**config.mk**
```make
export PLATFORM = sky130hd
export DESIGN_NAME = lift_request_queue_flat
export DESIGN_NICKNAME = d
export VERILOG_FILES = /design/src/rtl/lift_request_queue_pkg.sv /design/src/rtl/lift_request_queue_if.sv /design/src/rtl/lift_btn_sync.sv /design/src/rtl/lift_request_queue.sv /design/src/flat_wrapper.sv
export SDC_FILE = /design/constraint.sdc
export NUM_CORES = 1
export LEC_CHECK = 0
export BUFFER_PORTS_ARGS = -buffer_cell sky130_fd_sc_hd__buf_2
export CAP_MARGIN = 0
export CORE_AREA = 2 2 72 74
export DETAILED_ROUTE_END_ITERATION = 6
export DIE_AREA = 0 0 74 76
export GPL_ROUTABILITY_DRIVEN = 0
export PLACE_DENSITY = 0.73
export SYNTH_ARGS = -nofsm -noshare
export SYNTH_HDL_FRONTEND = slang
export SYNTH_HIERARCHICAL = 1
export SYNTH_SLANG_ARGS = --single-unit
```
**constraint.sdc**
```tcl
create_clock -name clk -period 3.48 [get_ports clk]
set_input_delay 0.522 -clock clk [delete_from_list [all_inputs] [get_ports clk]]
set_output_delay 0.522 -clock clk [all_outputs]
set_load 0.005 [all_outputs]
```
**src/rtl/lift_request_queue_pkg.sv**
```systemverilog
// Shared lift definitions: request codes, button indices, queue depth and
// small helpers for converting between button indices and request codes.
package lift_pkg;

  localparam int NUM_BTN = 6;
  localparam int DEPTH   = 6;

  typedef logic [2:0] code_t;
  typedef logic [2:0] ptr_t;

  localparam code_t CODE_NONE = 3'b000;
  localparam code_t CODE_1U   = 3'b001;
  localparam code_t CODE_2U   = 3'b010;
  localparam code_t CODE_3U   = 3'b011;
  localparam code_t CODE_2D   = 3'b110;
  localparam code_t CODE_3D   = 3'b111;
  localparam code_t CODE_4D   = 3'b100;

  localparam int IDX_1U = 0;
  localparam int IDX_2U = 1;
  localparam int IDX_3U = 2;
  localparam int IDX_2D = 3;
  localparam int IDX_3D = 4;
  localparam int IDX_4D = 5;

  localparam ptr_t PTR_LAST = 3'(DEPTH - 1);

  function automatic code_t idx_to_code(input logic [2:0] idx);
    case (idx)
      3'd0:    return CODE_1U;
      3'd1:    return CODE_2U;
      3'd2:    return CODE_3U;
      3'd3:    return CODE_2D;
      3'd4:    return CODE_3D;
      3'd5:    return CODE_4D;
      default: return CODE_NONE;
    endcase
  endfunction

  function automatic logic [NUM_BTN-1:0] code_to_mask(input code_t code);
    case (code)
      CODE_1U: return 6'b000001;
      CODE_2U: return 6'b000010;
      CODE_3U: return 6'b000100;
      CODE_2D: return 6'b001000;
      CODE_3D: return 6'b010000;
      CODE_4D: return 6'b100000;
      default: return 6'b000000;
    endcase
  endfunction

  // Depth is not a power of two, so pointers wrap by explicit compare.
  function automatic ptr_t wrap_inc(input ptr_t p);
    return (p == PTR_LAST) ? 3'd0 : p + 3'd1;
  endfunction

endpackage

```
**src/rtl/lift_request_queue_if.sv**
```systemverilog
// Hall-call bus between the button panel / lift controller and the queue.
interface lift_request_queue_if;
  import lift_pkg::*;

  logic [NUM_BTN-1:0] btn;
  logic               ready;
  code_t              req_code;
  logic               q_empty;
  logic [NUM_BTN-1:0] pending;

  modport master (output btn, ready, input req_code, q_empty, pending);
  modport slave  (input btn, ready, output req_code, q_empty, pending);
endinterface

```
**src/rtl/lift_btn_sync.sv**
```systemverilog
// Per-button 2-flop synchroniser followed by a rising-edge detector. A button
// held through reset is masked until it has been seen released.
module lift_btn_sync
  import lift_pkg::*;
#(
  parameter int WIDTH = NUM_BTN
) (
  input  logic             clk,
  input  logic             rst_n,
  input  logic [WIDTH-1:0] btn,
  output logic [WIDTH-1:0] rise
);

  logic [WIDTH-1:0] sync_p0;
  logic [WIDTH-1:0] sync_p1;
  logic [WIDTH-1:0] prev_p2;
  logic [WIDTH-1:0] armed;
  logic [1:0]       fill;

  // Synchronise, keep previous sample, and arm each bit once it reads low
  // after the synchroniser has refilled (fill[1]) following reset.
  always_ff @(posedge clk) begin
    if (!rst_n) begin
      sync_p0 <= '0;
      sync_p1 <= '0;
      prev_p2 <= '1;
      armed   <= '0;
      fill    <= '0;
    end else begin
      sync_p0 <= btn;
      sync_p1 <= sync_p0;
      prev_p2 <= sync_p1;
      fill    <= {fill[0], 1'b1};
      if (fill[1]) begin
        armed <= armed | ~sync_p1;
      end
    end
  end

  assign rise = sync_p1 & ~prev_p2 & armed;

endmodule

```
**src/rtl/lift_request_queue.sv**
```systemverilog
// Hall-call request queue: captures button edges with deduplication,
// enqueues one code per cycle (lowest index first) into a 6-entry circular
// FIFO, and issues the head to the lift controller with an idle gap between
// consecutive issues.
module lift_request_queue
  import lift_pkg::*;
(
  input  logic                 clk,
  input  logic                 rst_n,
  lift_request_queue_if.slave  bus
);

  logic [NUM_BTN-1:0] rise;
  logic [NUM_BTN-1:0] cap;
  logic [NUM_BTN-1:0] pending_q;
  code_t              mem [DEPTH];
  ptr_t               wr_ptr;
  ptr_t               rd_ptr;
  logic [2:0]         count;
  code_t              req_code_q;
  logic               issued_q;

  logic               do_enq;
  logic               do_pop;
  logic [2:0]         enq_idx;
  code_t              enq_code;
  logic [NUM_BTN-1:0] enq_mask;
  code_t              head;
  logic [NUM_BTN-1:0] iss_mask;
  logic [NUM_BTN-1:0] accept;

  lift_btn_sync #(.WIDTH(NUM_BTN)) u_sync (
    .clk   (clk),
    .rst_n (rst_n),
    .btn   (bus.btn),
    .rise  (rise)
  );

  // Pick the lowest captured button, decide issue, and qualify new edges.
  always_comb begin
    enq_idx = 3'd0;
    for (int i = NUM_BTN - 1; i >= 0; i--) begin
      if (cap[i]) begin
        enq_idx = 3'(i);
      end
    end
    do_enq   = |cap;
    enq_code = idx_to_code(enq_idx);
    enq_mask = do_enq ? (6'b000001 << enq_idx) : '0;
    head     = mem[rd_ptr];
    do_pop   = bus.ready && (count != 3'd0) && !issued_q;
    iss_mask = do_pop ? code_to_mask(head) : '0;
    // An edge on a button whose code is issued this cycle is a fresh request.
    accept   = rise & (~pending_q | iss_mask);
  end

  // Control state: capture/pending lamps, pointers, occupancy, issue output.
  always_ff @(posedge clk) begin
    if (!rst_n) begin
      cap        <= '0;
      pending_q  <= '0;
      wr_ptr     <= '0;
      rd_ptr     <= '0;
      count      <= '0;
      req_code_q <= CODE_NONE;
      issued_q   <= 1'b0;
    end else begin
      cap        <= (cap & ~enq_mask) | accept;
      pending_q  <= (pending_q & ~iss_mask) | accept;
      req_code_q <= do_pop ? head : CODE_NONE;
      issued_q   <= do_pop;
      if (do_enq) begin
        wr_ptr <= wrap_inc(wr_ptr);
      end
      if (do_pop) begin
        rd_ptr <= wrap_inc(rd_ptr);
      end
      case ({do_enq, do_pop})
        2'b10:   count <= count + 3'd1;
        2'b01:   count <= count - 3'd1;
        default: count <= count;
      endcase
    end
  end

  // Queue storage: data only, never needs a reset value.
  always_ff @(posedge clk) begin
    if (do_enq) begin
      mem[wr_ptr] <= enq_code;
    end
  end

  assign bus.req_code = req_code_q;
  assign bus.pending  = pending_q;
  assign bus.q_empty  = (count == 3'd0);

endmodule

```
**src/flat_wrapper.sv**
```systemverilog
// flat-port wrapper written by rule: the top's interface ports become plain ports
module lift_request_queue_flat import lift_pkg::*;
  (clk, rst_n, bus_btn, bus_ready, bus_req_code, bus_q_empty, bus_pending);
  lift_request_queue_if bus_i ();
  input  logic clk;
  input  logic rst_n;
  input wire logic [$bits(bus_i.btn)-1:0] bus_btn;
  input wire logic [$bits(bus_i.ready)-1:0] bus_ready;
  output wire logic [$bits(bus_i.req_code)-1:0] bus_req_code;
  output wire logic [$bits(bus_i.q_empty)-1:0] bus_q_empty;
  output wire logic [$bits(bus_i.pending)-1:0] bus_pending;
  assign bus_i.btn = bus_btn;
  assign bus_i.ready = bus_ready;
  assign bus_req_code = bus_i.req_code;
  assign bus_q_empty = bus_i.q_empty;
  assign bus_pending = bus_i.pending;
  lift_request_queue u_core (.clk(clk), .rst_n(rst_n), .bus(bus_i));
endmodule
```
==> summary.md <==
| Metric | Value |
|---|---|
| Gate count after technology mapping | `approximately 240` |
| Post-synthesis instance area | `2720 µm²` |
| Global-route total usage across every layer | `0.175` |
| Grt ovf | `0` |
| Worst-Margin Slew | `746 ps` |
| Die span in y | `76 µm` |
| Number of vias per cell | `around 5.0` |
| Number of max-slew violations in the final report | `0` |
| Number of flops mapped to enable cells by yosys | `18` |
| Fillcell total | `400` |
| Fin nets | `266` |
| I/O pin count | `19` |
| Initial antenna violation count | `0` |
| Multi-input gate area | `1010 µm²` |
| Die footprint | `5620 µm²` |
| Data arrival time of the worst path | `2920 ps` |
| Max H-tree Level | `3` |
| Clock tree sinks | `72` |
| Register bit total from synthesis | `a little over 70` |
| Leakage power | `1.24 nW` |
| Count of buffers added by post-CTS timing repair for setup | `0` |
| Run status | `completed` |
| Top fanout value on the critical path | `6` |
| DR WL/cell | `12.4 µm` |
| Required time at the endpoint of the critical path | `roughly 3800 ps` |
| Pwr/cell area | `~560 nW/µm²` |
| Startpoint of the worst register-to-register path | `u_core/cap[1]` |
| Highest clock rate | `0.377 GHz` |
| Clock latency of the later-clocked register in the worst-skew pair | `340 ps` |
| DRC marker count from the first detailed-route iteration | `85` |
| Max-slew headroom | `0.503` |
| First-pass DRT Iterations | `4` |
| Warnings, synthesis | `6` |
| Clock tree root buffer cell | `sky130_fd_sc_hd__clkbuf_8` |
| Clock input transition at the sequential cells of the worst setup and hold paths | `80 ps` |
| Hold/Removal Path Class | `input port to flip-flop` |
| Largest vdd supply drop | `0.361 mV` |
| Via total after detailed routing | `1656` |
| Fraction of synthesized cell area taken by the top area cell type | `0.398` |
| Setup repair after global routing missed its margin | `false` |
| Final routed wirelength across all metal layers | `4080 µm` |
| Proportion of synthesized flip-flops having asynchronous set or reset | `0` |
| Wire length of the first global-routing pass | `7250 µm` |
| P&R area growth vs syn | `13.1%` |
| Sequential share of the synthesized area | `0.596` |
| Clock buffer count from CTS | `9` |
| Startpoint of the lowest-slack hold path | `bus_btn[0]` |
| Crit end category | `flip-flop` |
| Worst Setup Start Kind | `flip-flop` |
| Most area-consuming cells after synthesis | `sky130_fd_sc_hd__dfxtp_1 (40%), sky130_fd_sc_hd__edfxtp_1 (20%), sky130_fd_sc_hd__and2_1 (4.8%)` |
| Worst hold path stage count | `2` |
| CTS Hold Buffers Added | `0` |
| Fraction of final layout cells sized beyond drive strength 1 | `0.185` |
| Area used by sequential logic in the layout | `1620 µm²` |
| Pin count of the biggest net entering global routing | `56` |
| Library cells used by synthesis | `between 40 and 50` |
| Via count of the first global-routing pass | `1623` |
| Setup_tns | `0 ps` |
| Fin. Hold Viols | `0` |
| Final setup viols | `0` |
| DRC violation count after routing | `0` |
| Endpoint of the worst hold-timing path | `u_core/u_sync/sync_p0[0]` |
| Detailed placer's ending HPWL | `2760 µm` |
| Reg-to-reg endpoint | `u_core/count[2]` |
| Maxcap violations | `0` |
| R2R Setup Slk | `820 ps` |
| Number of cell rows | `26` |
| I/O Buffers | `18` |
| Chip width | `74 µm` |
| Top FF cell, synth | `sky130_fd_sc_hd__dfxtp_1` |
| Clock skew after layout | `9.84 ps` |
| Post-cts gate resize count | `0` |
| Number of diodes added for antenna fixing | `0` |
| Final worst-path cycle share | `0.763` |
| Utilization after layout | `0.626` |
| Biggest area consumer among synthesized cells | `sky130_fd_sc_hd__dfxtp_1` |
| Number of antenna-violating nets in the routed design | `0` |
| Effective utilization at floorplan | `0.553` |
| CTS tree | `yes` |
| Mean instance size in the synthesized netlist | `11.6 µm²` |
| Period minus WS final | `2660 ps` |
| Worst r2r path cells | `9` |
| CTS Buffer Depth | `2` |
| Post-synthesis net count | `246` |
| Placeable core region | `about 4900 µm²` |
| Crit path kind | `flip-flop to flip-flop` |
how the worst max path moves through the flow:
stage,cells after the start,end,from,slack (ps)
after CTS,9,u_core/count[2],u_core/cap[1],830
final,9,u_core/count[2],u_core/cap[1],820
after global placement,9,u_core/count[2],u_core/cap[1],920
after global routing,9,u_core/count[2],u_core/cap[2],690
after floorplan,10,u_core/count[2],u_core/cap[2],940
after detailed placement,9,u_core/count[2],u_core/cap[1],850
logic make-up after synthesis:
family	Yosys count	share of synthesized area
adder cells (fa/ha/maj)	2	0.0120
flip-flops	72	0.596
multiplexers	11	0.0525
buffers and inverters	17	0.0322
XOR/XNOR	3	0.00967
AND/OR/NAND/NOR	92	0.195
AO/OA/AOI/OAI	38	0.103
per-layer routing:
layer / vias up / wire, µm / part of all wire / global-route usage
met5: - / 0 / 0 / 0
met4: 0 / 95 / 0.023 / 0.0873
met3: 10 / 178 / 0.044 / 0.0675
met2: 38 / 1970 / 0.48 / 0.264
met1: 760 / 1840 / 0.45 / 0.215
li1: 848 / - / - / -
through the flow:
| step | cells | power (mW) | cell area [µm²] | setup slack [ps] | hold slack, ps |
|---|---|---|---|---|---|
| detailed placement | 314 | 0.977 | 2840 | 853 | 419 |
| CTS | 330 | 1.73 | 3070 | 832 | 366 |
| global placement | 314 | 0.975 | 2840 | 922 | 410 |
| finish | 330 | 1.71 | 3070 | 824 | 379 |
| global route | 330 | 1.78 | 3070 | 685 | 360 |
| floorplan | 235 | 0.960 | 2720 | 942 | 406 |
cell usage after synthesis (3+ instances only):
library cell                n
sky130_fd_sc_hd__edfxtp_1  18
sky130_fd_sc_hd__and3b_1    5
sky130_fd_sc_hd__and2_1    21
sky130_fd_sc_hd__nor2_1    14
sky130_fd_sc_hd__a21boi_0   3
sky130_fd_sc_hd__clkbuf_1   4
sky130_fd_sc_hd__nand2_1   13
sky130_fd_sc_hd__nor3_1     4
sky130_fd_sc_hd__a21oi_1    4
sky130_fd_sc_hd__o21ai_0    6
sky130_fd_sc_hd__nand2b_1   8
sky130_fd_sc_hd__inv_1      8
sky130_fd_sc_hd__dfxtp_1   54
sky130_fd_sc_hd__o21a_1     8
sky130_fd_sc_hd__mux2i_1    6
sky130_fd_sc_hd__nor2b_1   11
sky130_fd_sc_hd__nand3_1    3
sky130_fd_sc_hd__o211ai_1   4
sky130_fd_sc_hd__or2b_1     3
placed cells by master (no fill, tap or decap), types with 4 or more instances in the layout:
cell type                  instances
sky130_fd_sc_hd__buf_2            18
sky130_fd_sc_hd__nand2_1          13
sky130_fd_sc_hd__and2_1           21
sky130_fd_sc_hd__o21a_1            8
sky130_fd_sc_hd__o21ai_0           6
sky130_fd_sc_hd__nand2b_1          8
sky130_fd_sc_hd__dfxtp_1          54
sky130_fd_sc_hd__mux2i_1           6
sky130_fd_sc_hd__nor2_1           14
sky130_fd_sc_hd__inv_1             8
sky130_fd_sc_hd__nor2b_1          11
sky130_fd_sc_hd__edfxtp_1         18
sky130_fd_sc_hd__o211ai_1          4
sky130_fd_sc_hd__and3b_1           5
sky130_fd_sc_hd__nor3_1            4
sky130_fd_sc_hd__clkbuf_8          9
sky130_fd_sc_hd__a21oi_1           4
worst max-delay path, cell delays in order (launching register included):
cell and delay, ps:
sky130_fd_sc_hd__dfxtp_1 360, sky130_fd_sc_hd__or3_1 440, sky130_fd_sc_hd__or4_4 470, sky130_fd_sc_hd__inv_1 80, sky130_fd_sc_hd__ha_1 180, sky130_fd_sc_hd__inv_1 60, sky130_fd_sc_hd__fa_1 370, sky130_fd_sc_hd__xor2_1 160
sky130_fd_sc_hd__or3_1 300, sky130_fd_sc_hd__a21boi_0 170
layout make-up:
cell class / count / share of cell area
clock buffers: 10 / 0.0484
multi-input cells: 146 / 0.328
inverters: 8 / 0.00977
flip-flops and latches: 72 / 0.527
clock inverters: 6 / 0.0281
well taps: 70 / 0.0285
repair buffers: 18 / 0.0293
sequential cells by signal (all words and copies together) (netlist names), named ones only:
signal                 count
u_core/u_sync/sync_p0      6
u_core/wr_ptr              3
u_core/u_sync/fill         2
u_core/mem                18
u_core/u_sync/prev_p2      6
u_core/rd_ptr              3
u_core/u_sync/sync_p1      6
u_core/u_sync/armed        6
u_core/issued_q            1
u_core/bus.pending         6
u_core/cap                 6
u_core/count               3
u_core/bus.req_code        3
report_power, final:
group / leakage (nW) / switching, mW / internal, mW
Clock: 0.123 / 0.304 / 0.449
Combinational: 0.516 / 0.0328 / 0.0346
Sequential: 0.601 / 0.0127 / 0.877
Total: 1.24 / 0.350 / 1.36
Note: power is estimated with default switching activity, not from simulation.
